[src/rtl/poly_reduce_seq_if.sv]
// Handshake bundle for poly_reduce_seq: product input stream and reduced-result output stream.
interface poly_reduce_seq_if #(
  parameter int W = 8,
  parameter int N = 5
);
  logic                   in_valid;
  logic                   in_ready;
  logic [(2*N-1)*W-1:0]   in_data;
  logic                   out_valid;
  logic                   out_ready;
  logic [N*W-1:0]         out_data;

  modport master (
    output in_valid, in_data, out_ready,
    input  in_ready, out_valid, out_data
  );

  modport slave (
    input  in_valid, in_data, out_ready,
    output in_ready, out_valid, out_data
  );
endinterface

[src/rtl/poly_reduce_seq.sv]
// Sequential reduction of a (2N-1)-coefficient product modulo f(x) = x^N + x^K + 1, mod-2^W coefficients.
// Optional 16-bit transfer counter output op_count when POLY_REDUCE_COUNT_EN is defined.
module poly_reduce_seq #(
  parameter int W = 8,
  parameter int N = 5,
  parameter int K = 2
) (
  input  logic               clk,
  input  logic               reset,
  poly_reduce_seq_if.slave   bus
`ifdef POLY_REDUCE_COUNT_EN
  ,
  output logic [15:0]        op_count
`endif
);

  localparam int M  = 2*N - 1;
  localparam int IW = $clog2(M);
  localparam logic [IW-1:0] IDX_TOP = IW'(M - 1);
  localparam logic [IW-1:0] IDX_END = IW'(N);

  typedef enum logic [1:0] {
    IDLE = 2'd0,
    FOLD = 2'd1,
    DONE = 2'd2
  } state_t;

  state_t          state;
  logic [IW-1:0]   idx;
  logic [W-1:0]    w [M];
  logic            in_ready_q;
  logic            out_valid_q;

  // Fold targets for the current top term: x^idx = -x^(idx-N+K) - x^(idx-N)
  logic [IW-1:0]   lo_idx;
  logic [IW-1:0]   mid_idx;
  logic [W-1:0]    top_val;

  always_comb begin
    lo_idx  = idx - IW'(N);
    mid_idx = idx - IW'(N - K);
    top_val = w[idx];
  end

  always_ff @(posedge clk or negedge reset) begin
    if (!reset) begin
      state       <= IDLE;
      idx         <= IDX_TOP;
      in_ready_q  <= 1'b1;
      out_valid_q <= 1'b0;
      for (int unsigned i = 0; i < M; i++) begin
        w[i] <= '0;
      end
    end else begin
      case (state)
        IDLE: begin
          if (bus.in_valid) begin
            for (int unsigned i = 0; i < M; i++) begin
              w[i] <= bus.in_data[i*W +: W];
            end
            idx        <= IDX_TOP;
            state      <= FOLD;
            in_ready_q <= 1'b0;
          end
        end
        FOLD: begin
          // Both subtractions read top_val, the pre-edge value of w[idx]
          for (int unsigned i = 0; i < M; i++) begin
            if (IW'(i) == lo_idx) begin
              w[i] <= w[i] - top_val;
            end else if (IW'(i) == mid_idx) begin
              w[i] <= w[i] - top_val;
            end else if (IW'(i) == idx) begin
              w[i] <= '0;
            end
          end
          if (idx == IDX_END) begin
            state       <= DONE;
            out_valid_q <= 1'b1;
          end else begin
            idx <= idx - 1'b1;
          end
        end
        DONE: begin
          if (bus.out_ready) begin
            state       <= IDLE;
            in_ready_q  <= 1'b1;
            out_valid_q <= 1'b0;
          end
        end
        default: begin
          state       <= IDLE;
          in_ready_q  <= 1'b1;
          out_valid_q <= 1'b0;
        end
      endcase
    end
  end

  logic [N*W-1:0] out_flat;

  always_comb begin
    out_flat = '0;
    for (int unsigned i = 0; i < N; i++) begin
      out_flat[i*W +: W] = w[i];
    end
  end

  assign bus.in_ready  = in_ready_q;
  assign bus.out_valid = out_valid_q;
  assign bus.out_data  = out_flat;

`ifdef POLY_REDUCE_COUNT_EN
  always_ff @(posedge clk or negedge reset) begin
    if (!reset) begin
      op_count <= '0;
    end else if (out_valid_q && bus.out_ready) begin
      op_count <= op_count + 16'd1;
    end
  end
`endif

endmodule

[src/flat_wrapper.sv]
// flat-port wrapper written by rule: the top's interface ports become plain ports
module poly_reduce_seq_flat 
#(
  parameter int W = 8,
  parameter int N = 5,
  parameter int K = 2
)
  (clk, reset, bus_in_valid, bus_in_data, bus_out_ready, bus_in_ready, bus_out_valid, bus_out_data);
  poly_reduce_seq_if #(.W(W), .N(N)) bus_i ();
  input  logic clk;
  input  logic reset;
  input wire logic [$bits(bus_i.in_valid)-1:0] bus_in_valid;
  input wire logic [$bits(bus_i.in_data)-1:0] bus_in_data;
  input wire logic [$bits(bus_i.out_ready)-1:0] bus_out_ready;
  output wire logic [$bits(bus_i.in_ready)-1:0] bus_in_ready;
  output wire logic [$bits(bus_i.out_valid)-1:0] bus_out_valid;
  output wire logic [$bits(bus_i.out_data)-1:0] bus_out_data;
  assign bus_i.in_valid = bus_in_valid;
  assign bus_i.in_data = bus_in_data;
  assign bus_i.out_ready = bus_out_ready;
  assign bus_in_ready = bus_i.in_ready;
  assign bus_out_valid = bus_i.out_valid;
  assign bus_out_data = bus_i.out_data;
  poly_reduce_seq #(.W(W), .N(N), .K(K)) u_core (.clk(clk), .reset(reset), .bus(bus_i));
endmodule
[config.mk]
export PLATFORM = sky130hd
export DESIGN_NAME = poly_reduce_seq_flat
export DESIGN_NICKNAME = d
export VERILOG_FILES = /design/src/rtl/poly_reduce_seq_if.sv /design/src/rtl/poly_reduce_seq.sv /design/src/flat_wrapper.sv
export SDC_FILE = /design/constraint.sdc
export NUM_CORES = 1
export LEC_CHECK = 0
export CORE_UTILIZATION = 56
export DETAILED_ROUTE_END_ITERATION = 6
export PLACE_DENSITY = 0.83
export SLEW_MARGIN = 20
export SYNTH_ARGS = -nofsm -noshare
export SYNTH_HDL_FRONTEND = slang
export SYNTH_SLANG_ARGS = --single-unit
[constraint.sdc]
create_clock -name clk -period 6.25 [get_ports clk]
set_input_delay 1.5625 -clock clk [delete_from_list [all_inputs] [get_ports clk]]
set_output_delay 1.5625 -clock clk [all_outputs]
set_load 0.05 [all_outputs]
; Yosys cells after proc, flatten, opt, wreduce, memory -nomap -nowiden
; Cells that the tools add are included.
[word_totals]
word_cells = 132
register_bits = 80
output_inout_bits = 42
in_bits = 76
[classes]
addsub = 12
n_eq_ne = 40
muxes = 45
reduce_logical = 18
magnitude_cmp = 1
bitwise_logic = 3
[op_table]
columns = cell, count
row1 = $mux W8, 29
row2 = $pmux W72 S2, 1
row3 = $mux W72, 1
row4 = $sub A8 B8 Y8, 9
row5 = $eq A3 B4 Y1 const A, 12
row6 = $reduce_and A3 Y1, 13
row7 = $ne A4 B1 Y1 const B, 9
row8 = $bmux W8 S4, 1
row9 = $eq A2 B4 Y1 const A, 6
row10 = $eq A1 B4 Y1 const A, 3
row11 = $eq A4 B4 Y1 const A, 3
row12 = $logic_not A4 Y1, 3
row13 = $mux W4, 2
row14 = $pmux W4 S2, 1
row15 = $mux W2, 3
row16 = $ne A2 B2 Y1 const B, 3
row17 = $pmux W1 S3, 2
row18 = $pmux W2 S3, 1
row19 = $ge A5 B5 Y1 const B, 1
row20 = $not A4 Y5, 1
row21 = $eq A4 B3 Y1 const B, 1
row22 = $mux W1, 4
row23 = $sub A4 B1 Y4 const B, 1
row24 = $sub A4 B2 Y4 const B, 1
row25 = 7 further kinds, 8

; Longest topological paths before layout
[logic_depth]
depth_word = 8
mapped_depth = 16
ltp_nobuf = 13

; Worst setup path after synthesis
; No wires, ideal clock.
[synth_timing]
path_type = flip-flop to flip-flop
startpoint = register u_core.idx[2]
endpoint = register u_core.w[14] (netlist bit)
t_arrival_ns = 4.194
required_ns = 6.114
stages_incl_launch_ff = 17
setup_slack_ns = 1.920
setup_time_ns = 0.136
n_path_buf = 3
synth_period_minus_slack_ns = 4.330
path_cell_list = dfrtp_1 -> buf_4 -> buf_2 -> buf_1 -> mux4_2 -> mux2i_1 -> o21ai_0 -> ha_1 -> inv_1 -> fa_1 -> a21o_1 -> a21oi_1 -> o21bai_1 -> a21oi_1 -> xnor2_1 -> a22oi_1 -> o21ai_0
[synth_between]
elab_chain_cells = 8
word_cells_on_any_way = 15
[synth_lines]
columns = item, line
row1 = "start, declared", poly_reduce_seq.sv:29  ; logic [IW-1:0] idx;
row2 = "start signal, assigned", poly_reduce_seq.sv:81  ; idx <= idx - 1'b1;
row3 = $not A4 Y5 (implied by the code), poly_reduce_seq.sv:42  ; top_val = w[idx];
row4 = $bmux W8 S4, poly_reduce_seq.sv:42
row5 = $mux W8 (implied by the code) (2 in a row), poly_reduce_seq.sv:42
row6 = $sub A8 B8 Y8, "poly_reduce_seq.sv:70, poly_reduce_seq.sv:72"
row7 = $mux W8, poly_reduce_seq.sv:71  ; end else if (IW'(i) == mid_idx) begin
row8 = $mux W8, poly_reduce_seq.sv:69  ; if (IW'(i) == lo_idx) begin
row9 = $pmux W72 S2, poly_reduce_seq.sv:55  ; case (state)
row10 = "end signal, assigned by index", poly_reduce_seq.sv:59  ; w[i] <= bus.in_data[i*W +: W];
row11 = "end signal, assigned by index", poly_reduce_seq.sv:70  ; w[i] <= w[i] - top_val;
row12 = "end signal, assigned by index", poly_reduce_seq.sv:72  ; w[i] <= w[i] - top_val;
row13 = "end, declared", poly_reduce_seq.sv:30  ; logic [W-1:0] w [M];
; Parallel ways exist; a longest one is shown, timed or not. The select of a mux whose other input is x is not followed.
; A chain may end at the register's enable or synchronous reset.

; Worst setup path after layout
[layout_timing]
startpoint = register u_core.idx[0]
endpoint = register u_core.w[14] (netlist bit)
; Same word-level chain as after synthesis.

==> qor.yml <==
floorplan:
  die_x_um: 119.2
  dieArea_um2: 14220
  num_io_pins: 118
  rows: 42
  core-area_um2: 13350
  start_util: 0.5767
  die_y_um: 119.2
sta:
  fin_tns_setup_ns: 0
  setup_violations: 0
  max_freq_mhz: 226.5
  period_minus_slack_ns: 4.416
  maxSlewHeadroom: 0.2893
  hold_violations: 0
  fin_crit_sh: 0.7065
  tightest_slew_ns: 1.062
  maxSlewViolCount: 0
  clock_skew_ns: 0.004141
  rsz0062_at_grt: "no"
detailed_routing:
  via_per_inst: 6.274
  dr.pass1.iters: 5
  drt-total-wl_um: 21790
  drc_errors: 0
  num_vias: 7109
  ant_nets: 0
  wire_per_inst_um: 19.23
  first_iter_violations: 695
run:
  cap_violations: 0
clock_tree:
  cts_tree: "yes"
  holdBufCountCts: 0
  postCtsSetupBuffers: 0
  h-tree-depth: 3
  clock_sinks: 80
  clkLatencyLatePin_ns: 0.35
  clkTransAtPathRegs_ns: 0.06
  cts_root_buf: "clkbuf_16"
  cts_resized: 0
  clockBufferDepth: 2
  cts_made_buffers: 9
grt:
  use_met2: 0.4851
  top_usage_layer: "met2"
  grt_max_degree: 81
  grt_use_met3: 0.04119
  grt_pass1_vias: 6689
  grt-ovfl-total: 0
  grt_use_met1: 0.4315
  grt_pass1_wl_um: 34890
  track_usage: 0.3158
  antenna_found_initial: 0
synth:
  synth-compound-area-share: 0.2401
  synth_mux_area_frac: 0.05754
  synthSimpleGateAreaFrac: 0.1513
  synth_top_family_by_area: "compound AO/OA/AOI/OAI gates"
  synth-seq-cells: 80
  netlist_area_um2: 7697
  yosys.area_share.adder: 0.1534
  synth-main-ff-cell: "dfrtp_1"
  synthesis.nets: 1056
  yosys_warnings: 0
  synth_edf_count: 0
  async_reset_ff_frac: 1.000
  synthCells: 891
  ys_seq_area_frac: 0.2604
  synth_xor_xnor_area_share: 0.05462
  synthDistinctLibCells: 76
  syn_area_per_cell_um2: 8.639
cells_and_area:
  layout_common_cells: "clkdlybuf4s50_1 (116), a21oi_1 (108), ha_1 (80), dfrtp_1 (78)"
  final_layout_size_suffix_gt1_frac: 0.07315
  area_growth_pct: 16.71
  diodes: 0
  fin_nets: 1117
  final_common_cell: "clkdlybuf4s50_1"
critical_path:
  path_buf_inv: 3
  setup.worst_path.start_class: "flop"
  crit_family: "compound AO/OA/AOI/OAI gates"
  crit_path_max_fanout: 20
  critical_path.max_stage_delay_ns: 0.67
  critPathRequiredTime_ns: 6.52
  critPathKind: "reg2reg"
  cp_cell_sequence: "buf_4, nor4b_4, nand2_1, o21ai_1, buf_4, ha_1, inv_1, fa_1, a21o_1, a21oi_1, o21bai_1, a21oi_1, xnor2_1, a22oi_1, o21ai_0"
  ff2ff_setup_slack_ns: 1.83
  cp_slowest_cell: "dfrtp_1"
  cp-end-kind: "flop"
  cp_data_arrival_time_ns: 4.69
placed_design:
  dp_hpwl_um: 15920
  place_congestion: 0.9429
  portBuffers: 117
status:
  status: "complete, no violations"
worst_hold_path:
  min_path_type: "reg2reg"
==> worst min-delay path, delay by kind of cell, from the launching register on <==
kind / cells / cell delay, ns
AOI/OAI and AO/OA: 1 / 0.06
DFF: 1 / 0.36
and+or+nand+nor: 1 / 0.05
==> worst paths after layout <==
kind | startpoint | endpoint | cells after the start
max in group asynchronous | reset | u_core.bus.out_data[9] | 1
hold reg to reg | u_core.bus.out_valid | u_core.bus.out_valid | 2
setup reg to reg | u_core.idx[0] | u_core.w[14] | 15
hold / removal | u_core.bus.out_valid | u_core.bus.out_valid | 2
setup / recovery | u_core.idx[0] | u_core.w[14] | 15
min in group asynchronous | reset | u_core.bus.out_data[28] | 1
==> registers in the layout, summed over array words and instances, names as in the netlist <==
signal / count
u_core.bus.out_data: 40
u_core.bus.in_ready: 1
u_core.w: 32
u_core.bus.out_valid: 1
u_core.state: 2
u_core.idx: 4
==> cell families after synthesis <==
kind of cell,Yosys count
DFF,80
and+or+nand+nor,247
adders and majority gates,89
AOI/OAI and AO/OA,288
muxes,22
xor gates and xnor gates,48
buffers and inverters,117
==> synth_stat cells, types with 9 or more instances <==
cell type  number  share of area
ha_1           80           0.13
xnor2_1        29          0.033
buf_2          13         0.0085
mux4_2         12          0.035
xor2_1         19          0.022
nand2_1        76          0.037
nor3_1         34          0.022
inv_1          38          0.019
fa_1            9          0.023
a21oi_1       110          0.072
nor2b_1        14          0.011
buf_4          43          0.042
a21o_1         17          0.017
o21ai_0        59          0.038
or3_1          10         0.0081
nor2_1         75          0.037
a22oi_1        34          0.033
dfrtp_1        78           0.25
clkbuf_1       16         0.0078
==> stage by stage <==
stage / utilization / worst slack [ns] / hold slack [ns] / cell area, µm² / cells
after global placement: 0.6511 / 1.936 / 0.4962 / 8691 / 1117
after detailed placement: 0.6511 / 1.720 / 0.5016 / 8691 / 1117
after CTS: 0.6725 / 1.736 / 0.5147 / 8976 / 1133
final: 0.6730 / 1.835 / 0.5059 / 8984 / 1133
after global routing: 0.6730 / 1.579 / 0.5437 / 8984 / 1133
after floorplan: - / 1.920 / 0.4725 / 7697 / 891
==> layer usage <==
| layer | vias up | share of wire |
|---|---|---|
| li1 | 3307 | - |
| met1 | 3393 | 0.42 |
| met2 | 342 | 0.46 |
| met3 | 67 | 0.076 |
| met4 | 0 | 0.044 |
| met5 | - | 0 |
==> final cells by class <==
| type | count | area (µm²) |
|---|---|---|
| multi-input combinational | 694 | 5072 |
| fill | 1095 | 4364 |
| sequential | 80 | 2004 |
| timing repair buffer | 128 | 1255 |
| clock buffer | 13 | 270.3 |
| tap | 176 | 220.2 |
| inverter | 39 | 146.4 |
| clock inverter | 3 | 15.01 |
Power is not shown: default switching activity piles up to over one toggle a cycle in this logic, so the estimate is an artifact.
